<file path="src/rtl/uart_rx_fifo.sv">
// rtl/uart_rx_fifo.sv - receive byte FIFO with status, overflow, threshold and optional timeout (UART_RX_FIFO_TIMEOUT_EN)
module uart_rx_fifo #(
    parameter int DEPTH         = 16,
    parameter int LVL_W         = $clog2(DEPTH) + 1,
    parameter int TIMEOUT_TICKS = 64
) (
    input  logic             clk_i,
    input  logic             rst_i,
    input  logic             wr_valid_i,
    input  logic [7:0]       wr_data_i,
    input  logic             wr_err_i,
    input  logic             rd_en_i,
    output logic [7:0]       rd_data_o,
    output logic             rd_err_o,
    output logic             empty_o,
    output logic             full_o,
    output logic [LVL_W-1:0] level_o,
    input  logic [LVL_W-1:0] threshold_i,
    input  logic             flush_i,
    input  logic             ovf_clr_i,
    output logic             ovf_o,
    output logic             thr_int_o,
    input  logic             trigger_i,
    output logic             timeout_int_o
);
    localparam int PW = $clog2(DEPTH);
    localparam logic [LVL_W-1:0] FULL_LVL = LVL_W'(DEPTH);

    logic [8:0]       mem [DEPTH];
    logic [PW-1:0]    wr_ptr;
    logic [PW-1:0]    rd_ptr;
    logic [LVL_W-1:0] level;
    logic [8:0]       head;
    logic             push;
    logic             pop;
    logic             ovf_set;

    // Status derives only from the registered level, never from the strobes.
    assign empty_o = (level == '0);
    assign full_o  = (level == FULL_LVL);
    assign level_o = level;

    // A pop in the same cycle frees a slot, so a full FIFO still accepts the byte.
    assign push    = wr_valid_i && (!full_o || rd_en_i);
    assign pop     = rd_en_i && !empty_o;
    assign ovf_set = wr_valid_i && full_o && !rd_en_i;

    // Show-ahead head entry; forced to zero when nothing is stored.
    assign head      = mem[rd_ptr];
    assign rd_data_o = empty_o ? 8'h00 : head[7:0];
    assign rd_err_o  = empty_o ? 1'b0  : head[8];

    // Entry storage: {err, data} written at the write pointer.
    always_ff @(posedge clk_i) begin
        if (push && !flush_i) begin
            mem[wr_ptr] <= {wr_err_i, wr_data_i};
        end
    end

    // Pointers and level; flush discards any concurrent push or pop.
    always_ff @(posedge clk_i) begin
        if (!rst_i || flush_i) begin
            wr_ptr <= '0;
            rd_ptr <= '0;
            level  <= '0;
        end else begin
            if (push) begin
                wr_ptr <= wr_ptr + PW'(1);
            end
            if (pop) begin
                rd_ptr <= rd_ptr + PW'(1);
            end
            if (push && !pop) begin
                level <= level + LVL_W'(1);
            end else if (pop && !push) begin
                level <= level - LVL_W'(1);
            end
        end
    end

    // Sticky overflow; a new overflow beats a clear in the same cycle.
    always_ff @(posedge clk_i) begin
        if (!rst_i) begin
            ovf_o <= 1'b0;
        end else if (ovf_set) begin
            ovf_o <= 1'b1;
        end else if (ovf_clr_i) begin
            ovf_o <= 1'b0;
        end
    end

    // Level-threshold interrupt, registered from the current level.
    always_ff @(posedge clk_i) begin
        if (!rst_i) begin
            thr_int_o <= 1'b0;
        end else begin
            thr_int_o <= (threshold_i != '0) && (level >= threshold_i);
        end
    end

`ifdef UART_RX_FIFO_TIMEOUT_EN
    localparam int CW = $clog2(TIMEOUT_TICKS + 1);
    localparam logic [CW-1:0] TO_LIMIT = CW'(TIMEOUT_TICKS);

    logic [CW-1:0] to_cnt;

    // Count ticks of inactivity while data waits; saturate at the limit.
    always_ff @(posedge clk_i) begin
        if (!rst_i || push || pop || flush_i) begin
            to_cnt        <= '0;
            timeout_int_o <= 1'b0;
        end else if (empty_o) begin
            to_cnt <= '0;
        end else if (trigger_i && (to_cnt != TO_LIMIT)) begin
            to_cnt <= to_cnt + CW'(1);
            if (to_cnt + CW'(1) == TO_LIMIT) begin
                timeout_int_o <= 1'b1;
            end
        end
    end
`else
    logic unused_timeout;

    assign unused_timeout = trigger_i ^ (TIMEOUT_TICKS == 0);
    assign timeout_int_o  = 1'b0;
`endif

endmodule
</file>
<file path="config.mk">
export PLATFORM = sky130hd
export DESIGN_NAME = uart_rx_fifo
export DESIGN_NICKNAME = d
export VERILOG_FILES = /design/src/rtl/uart_rx_fifo.sv
export SDC_FILE = /design/constraint.sdc
export NUM_CORES = 1
export LEC_CHECK = 0
export ABC_AREA = 1
export BUFFER_PORTS_ARGS = -buffer_cell sky130_fd_sc_hd__buf_4
export CAP_MARGIN = 15
export CORE_MARGIN = 1
export CORE_UTILIZATION = 60
export CTS_CLUSTER_SIZE = 20
export DETAILED_ROUTE_END_ITERATION = 12
export MAX_ROUTING_LAYER = met4
export PLACE_DENSITY = 0.83
export SETUP_SLACK_MARGIN = 0.05
export SLEW_MARGIN = 25
export SYNTH_ARGS = -nofsm -noshare
export SYNTH_HDL_FRONTEND = slang
export SYNTH_SLANG_ARGS = --single-unit
export TNS_END_PERCENT = 20
</file>
<file path="constraint.sdc">
create_clock -name clk_i -period 2.5 [get_ports clk_i]
set_clock_uncertainty 0.1 [all_clocks]
set_input_delay 0.375 -clock clk_i [delete_from_list [all_inputs] [get_ports clk_i]]
set_output_delay 0.375 -clock clk_i [all_outputs]
set_load 0.1 [all_outputs]
</file>
* After elaboration in Yosys (flattened, before gate mapping)
Memories as Yosys holds them, arrays and structs flattened. A register that Yosys moved wholly into a read port is not among the register bits.
Index checks and enable logic that the tools add are counted.
** Operators by class
- Reductions and logical operators :: 21
- Magnitude comparators :: 1
- Add/sub/neg operators :: 4
- Mux-type cells :: 10
- Eq/ne operators :: 1
** Operator list (number)
- 2-to-1 mux 5 bit :: 2
- adder 4 x 1 -> 4 bit (second input constant) :: 2
- logical AND 1 bit :: 8
- 2-to-1 mux 4 bit :: 2
- 2-to-1 mux 8 bit :: 1
- logical NOT 1 bit :: 7
- adder 5 x 1 -> 5 bit (second input constant) :: 1
- equality test 5 bit (second input constant) :: 1
- greater-or-equal comparator 5 bit :: 1
- logical NOT 5 bit :: 1
- 2-to-1 mux 1 bit :: 5
- nonzero test 5 bit :: 1
- subtractor 5 x 1 -> 5 bit (second input constant) :: 1
- nonzero test 2 bit :: 2
- logical OR 1 bit :: 2
** Word-level totals
- Memories :: 1
- Bits in registers :: 15
- Logic and storage cells :: 43
- Memory bits (writable) :: 144
** Memories
- mem :: words 16, width 9, rd ports 1, clocked after memory_dff 1, wr ports 1, line 29 : logic [8:0] mem [DEPTH];

* Longest topological paths before layout
- Depth after elaboration :: 8
- Depth in mapped cells :: 14

* Worst setup path after synthesis
OpenSTA, ideal clock, no wires.
- Path type :: reg-to-output
- Start :: register level[2] (netlist: level_o[2])
- End :: output rd_data_o[0]
- Slack :: -1.870 ns
- Data required time :: 2.025 ns
- Arrival :: 3.895 ns
- Stages on the path, launching flop included :: 5
- Path through :: dfxtp_1 > nor2_1 > nand3_1 > clkinv_1 > a21oi_1
** On the way
- Cells in the longest elaborated chain, start to end :: 2
** Ends and longest elaborated chain
- from (decl) :: line 32 : logic [LVL_W-1:0] level;
- from (signal assigned) :: line 74 : level <= level + LVL_W'(1);
- from (signal assigned) :: line 76 : level <= level - LVL_W'(1);
- logical NOT 5 bit :: line 39 : assign empty_o = (level == '0);
- net empty_o :: line 15 : output logic empty_o,
- 2-to-1 mux 8 bit :: line 50 : assign rd_data_o = empty_o ? 8'h00 : head[7:0];
- to (decl) :: line 13 : output logic [7:0] rd_data_o,
The timed path passes the listed nets, and every way through them passes these cells.

==> qor.txt <==
outcome = complete, but fails checks
failing checks = setup timing
Die ar. = 12100 um2
synth warn = 0
Vias = 5294
initial antenna violation count = 0
mapped cell area = 6970 um2
# setup viols final = 4
H-tree depth = 4
hold slack = 0.133 ns
Synth area leader = edfxtp_1
Remaining DRCs = 0
Avg WL per Cell = 20.7 um
top post-synthesis cells by area = edfxtp_1 62%, nand2_1 11%, nand3_1 8.5%
row count = 38
Initial DRT Pass Iterations = 7
# diodes = 0
Yosys reg bits = 163
unrepaired setup endpoints after global routing = yes
Seq/Total Area, Yosys = 67.5%
PD cells = 824 nW/um2
setup ws final = -0.0671 ns
global route overflow = 0
static leakage = 0.00328 uW
net count after synthesis = 673
Mapped Avg Cell Area = 10.9 um2
FILL cells = 607
TritonCTS Sinks = 163
period utilization = 103%
1st-iter DRT viols = 587
Placed Cells = 813
worst skew pair latency = 0.42 ns
Tot GR Track Use = 31.8%
Post-DP Area = 7540 um2
CTS max path bufs = 2
crit-path max FO = 9
EDFF count, synth = 144
core area = 11100 um2
final WL = 17800 um
Post-DP HPWL = 9450 um
setup slack, reg-to-reg = 0.25 ns
distinct cell type count of the synthesized netlist = 25
share of cells above drive strength 1 = 22.3%
async set or reset register ratio after synthesis = 0%
WP data arrival = 2.09 ns
max frequency = 390 MHz
non-filler cells, final = 859
critical path required time = 2.03 ns
Hold/Removal Path Class = in2reg
fin crit period = 2.57 ns
element type at the critical path end = output port
# port buffers = 37
initial core utilization = 62.9%
CTS root buf = clkbuf_16
GPL Wtd Cong = 0.817
Slew Viols, Final = 0
global-route wire length before repair = 26300 um
Peak supply drop = 698 uV
chip width = 110 um
Top FF cell, synth = edfxtp_1
vias in the first global route = 5239
# hold bufs at CTS = 0
pre-CTS setup slack = 0.0295 ns
CTS buffer count = 17
I/O pin total = 40
antenna-violating nets left = 0
design area = 8600 um2
chip height = 110 um
clock slew at reported path FFs = 0.06 ns
final-report hold violation count = 0
post-synth top area share = 62.0%
crit path kind = reg2out
Cells after Synth = 637
largest net degree at the start of global routing = 37
Vias/cell = 6.16
CP Launch Type = flip-flop
Area Growth Syn to Fin = 23.4%
max cap viols = 0
CTS tree = yes
nets@finish = 744
## cells in the final DEF (no fill, tap or decap), types with 3 or more instances in the layout
master       n
nor2_2       3
clkinv_4     3
nand3_1    105
a21oi_1     16
buf_6        4
dfxtp_1     13
ha_1        13
buf_4       54
nand2_1    192
o21ai_0      9
clkinv_2     5
nand3_2     14
buf_12      12
edfxtp_1   144
clkbuf_1     3
nor2_1      26
inv_1       24
dfxtp_4      6
a21oi_4      9
nand2_2     14
clkbuf_16   18
xor2_1       4
## final cells by class
| type | instances | area (um2) | share of cell area (%) |
|---|---|---|---|
| tap | 140 | 175 | 2.04 |
| timing repair inverter | 5 | 71.3 | 0.829 |
| multi-input combinational | 417 | 2160 | 25.1 |
| sequential | 163 | 4730 | 55.0 |
| inverter | 30 | 140 | 1.63 |
| timing repair buffer | 74 | 778 | 9.05 |
| clock buffer | 20 | 437 | 5.08 |
| clock inverter | 10 | 113 | 1.31 |
## flip-flops by register name, summed over array words and instances, names as in the netlist, named ones only
signal,cells
rd_ptr,4
level_o,5
wr_ptr,4
thr_int_o,1
mem,144
ovf_o,1
## kinds of logic after synthesis
group | synth area share (%)
AO/OA/AOI/OAI | 2.58
XOR/XNOR | 0.754
adder cells (fa/ha/maj) | 2.80
buffers and inverters | 4.70
flip-flops | 67.5
other | 0.0538
AND/OR/NAND/NOR | 21.6
## stage by stage
stage | setup TNS (ns) | utilization (%) | power [uW]
CTS | 0 | 75.9 | 6980
global placement | 0 | 68.1 | 4360
floorplan | 0 | - | 4110
global route | -0.535 | 77.6 | 7300
detailed placement | 0 | 68.1 | 4390
finish | -0.153 | 77.6 | 7090
## synth_stat cells (2+ instances only)
| cell | n |
|---|---|
| edfxtp_1 | 144 |
| buf_4 | 13 |
| xnor2_1 | 2 |
| o21ai_0 | 10 |
| inv_1 | 24 |
| buf_6 | 6 |
| xor2_1 | 4 |
| nand2_1 | 206 |
| nand3_1 | 119 |
| clkinv_1 | 3 |
| a21oi_1 | 25 |
| dfxtp_1 | 19 |
| ha_1 | 14 |
| buf_2 | 8 |
| nand4_1 | 2 |
| nor2_1 | 29 |
## per-layer routing
metal  vias up  part of all wire, %  global-route usage, %  routed length [um]
li1       2336                    -                      -                   -
met1      2471                   33                   34.7                5910
met2       396                   51                   52.7                9040
met3        91                   11                   7.35                1910
met4         0                  5.3                   19.7                 945
met5         -                    0                      -                   0
## final timing paths
path,from,endpoint,cells past startpoint
max,flip-flop,rd_data_o[2],10
min,ovf_clr_i,ovf_o,4
max reg2reg,level_o[2],level_o[4],12
min reg2reg,level_o[0],level_o[0],1
## worst max-delay path: stages, from the launching register on
cell	delay (ns)
dfxtp_4	0.39
buf_8	0.17
buf_12	0.16
inv_12	0.09
nand2_1	0.05
nand3_1	0.06
nand3_1	0.11
nand2_1	0.08
nand2_1	0.13
a21oi_4	0.22
buf_12	0.19
## where the power goes
part / leakage [uW] / switching, uW / internal [uW]
Combinational: 0.00156 / 1110 / 490
Sequential: 0.00146 / 39.3 / 3000
Clock: 0.000265 / 1000 / 1450
Total: 0.00328 / 2150 / 4940
## timing repair
item,in CTS,in global routing
pin swaps,3,12
setup endpoints to repair,10,11
gates cloned,6,1
setup buffers,9,0
resized for setup,49,44
Power figures use the tool's default switching activity.
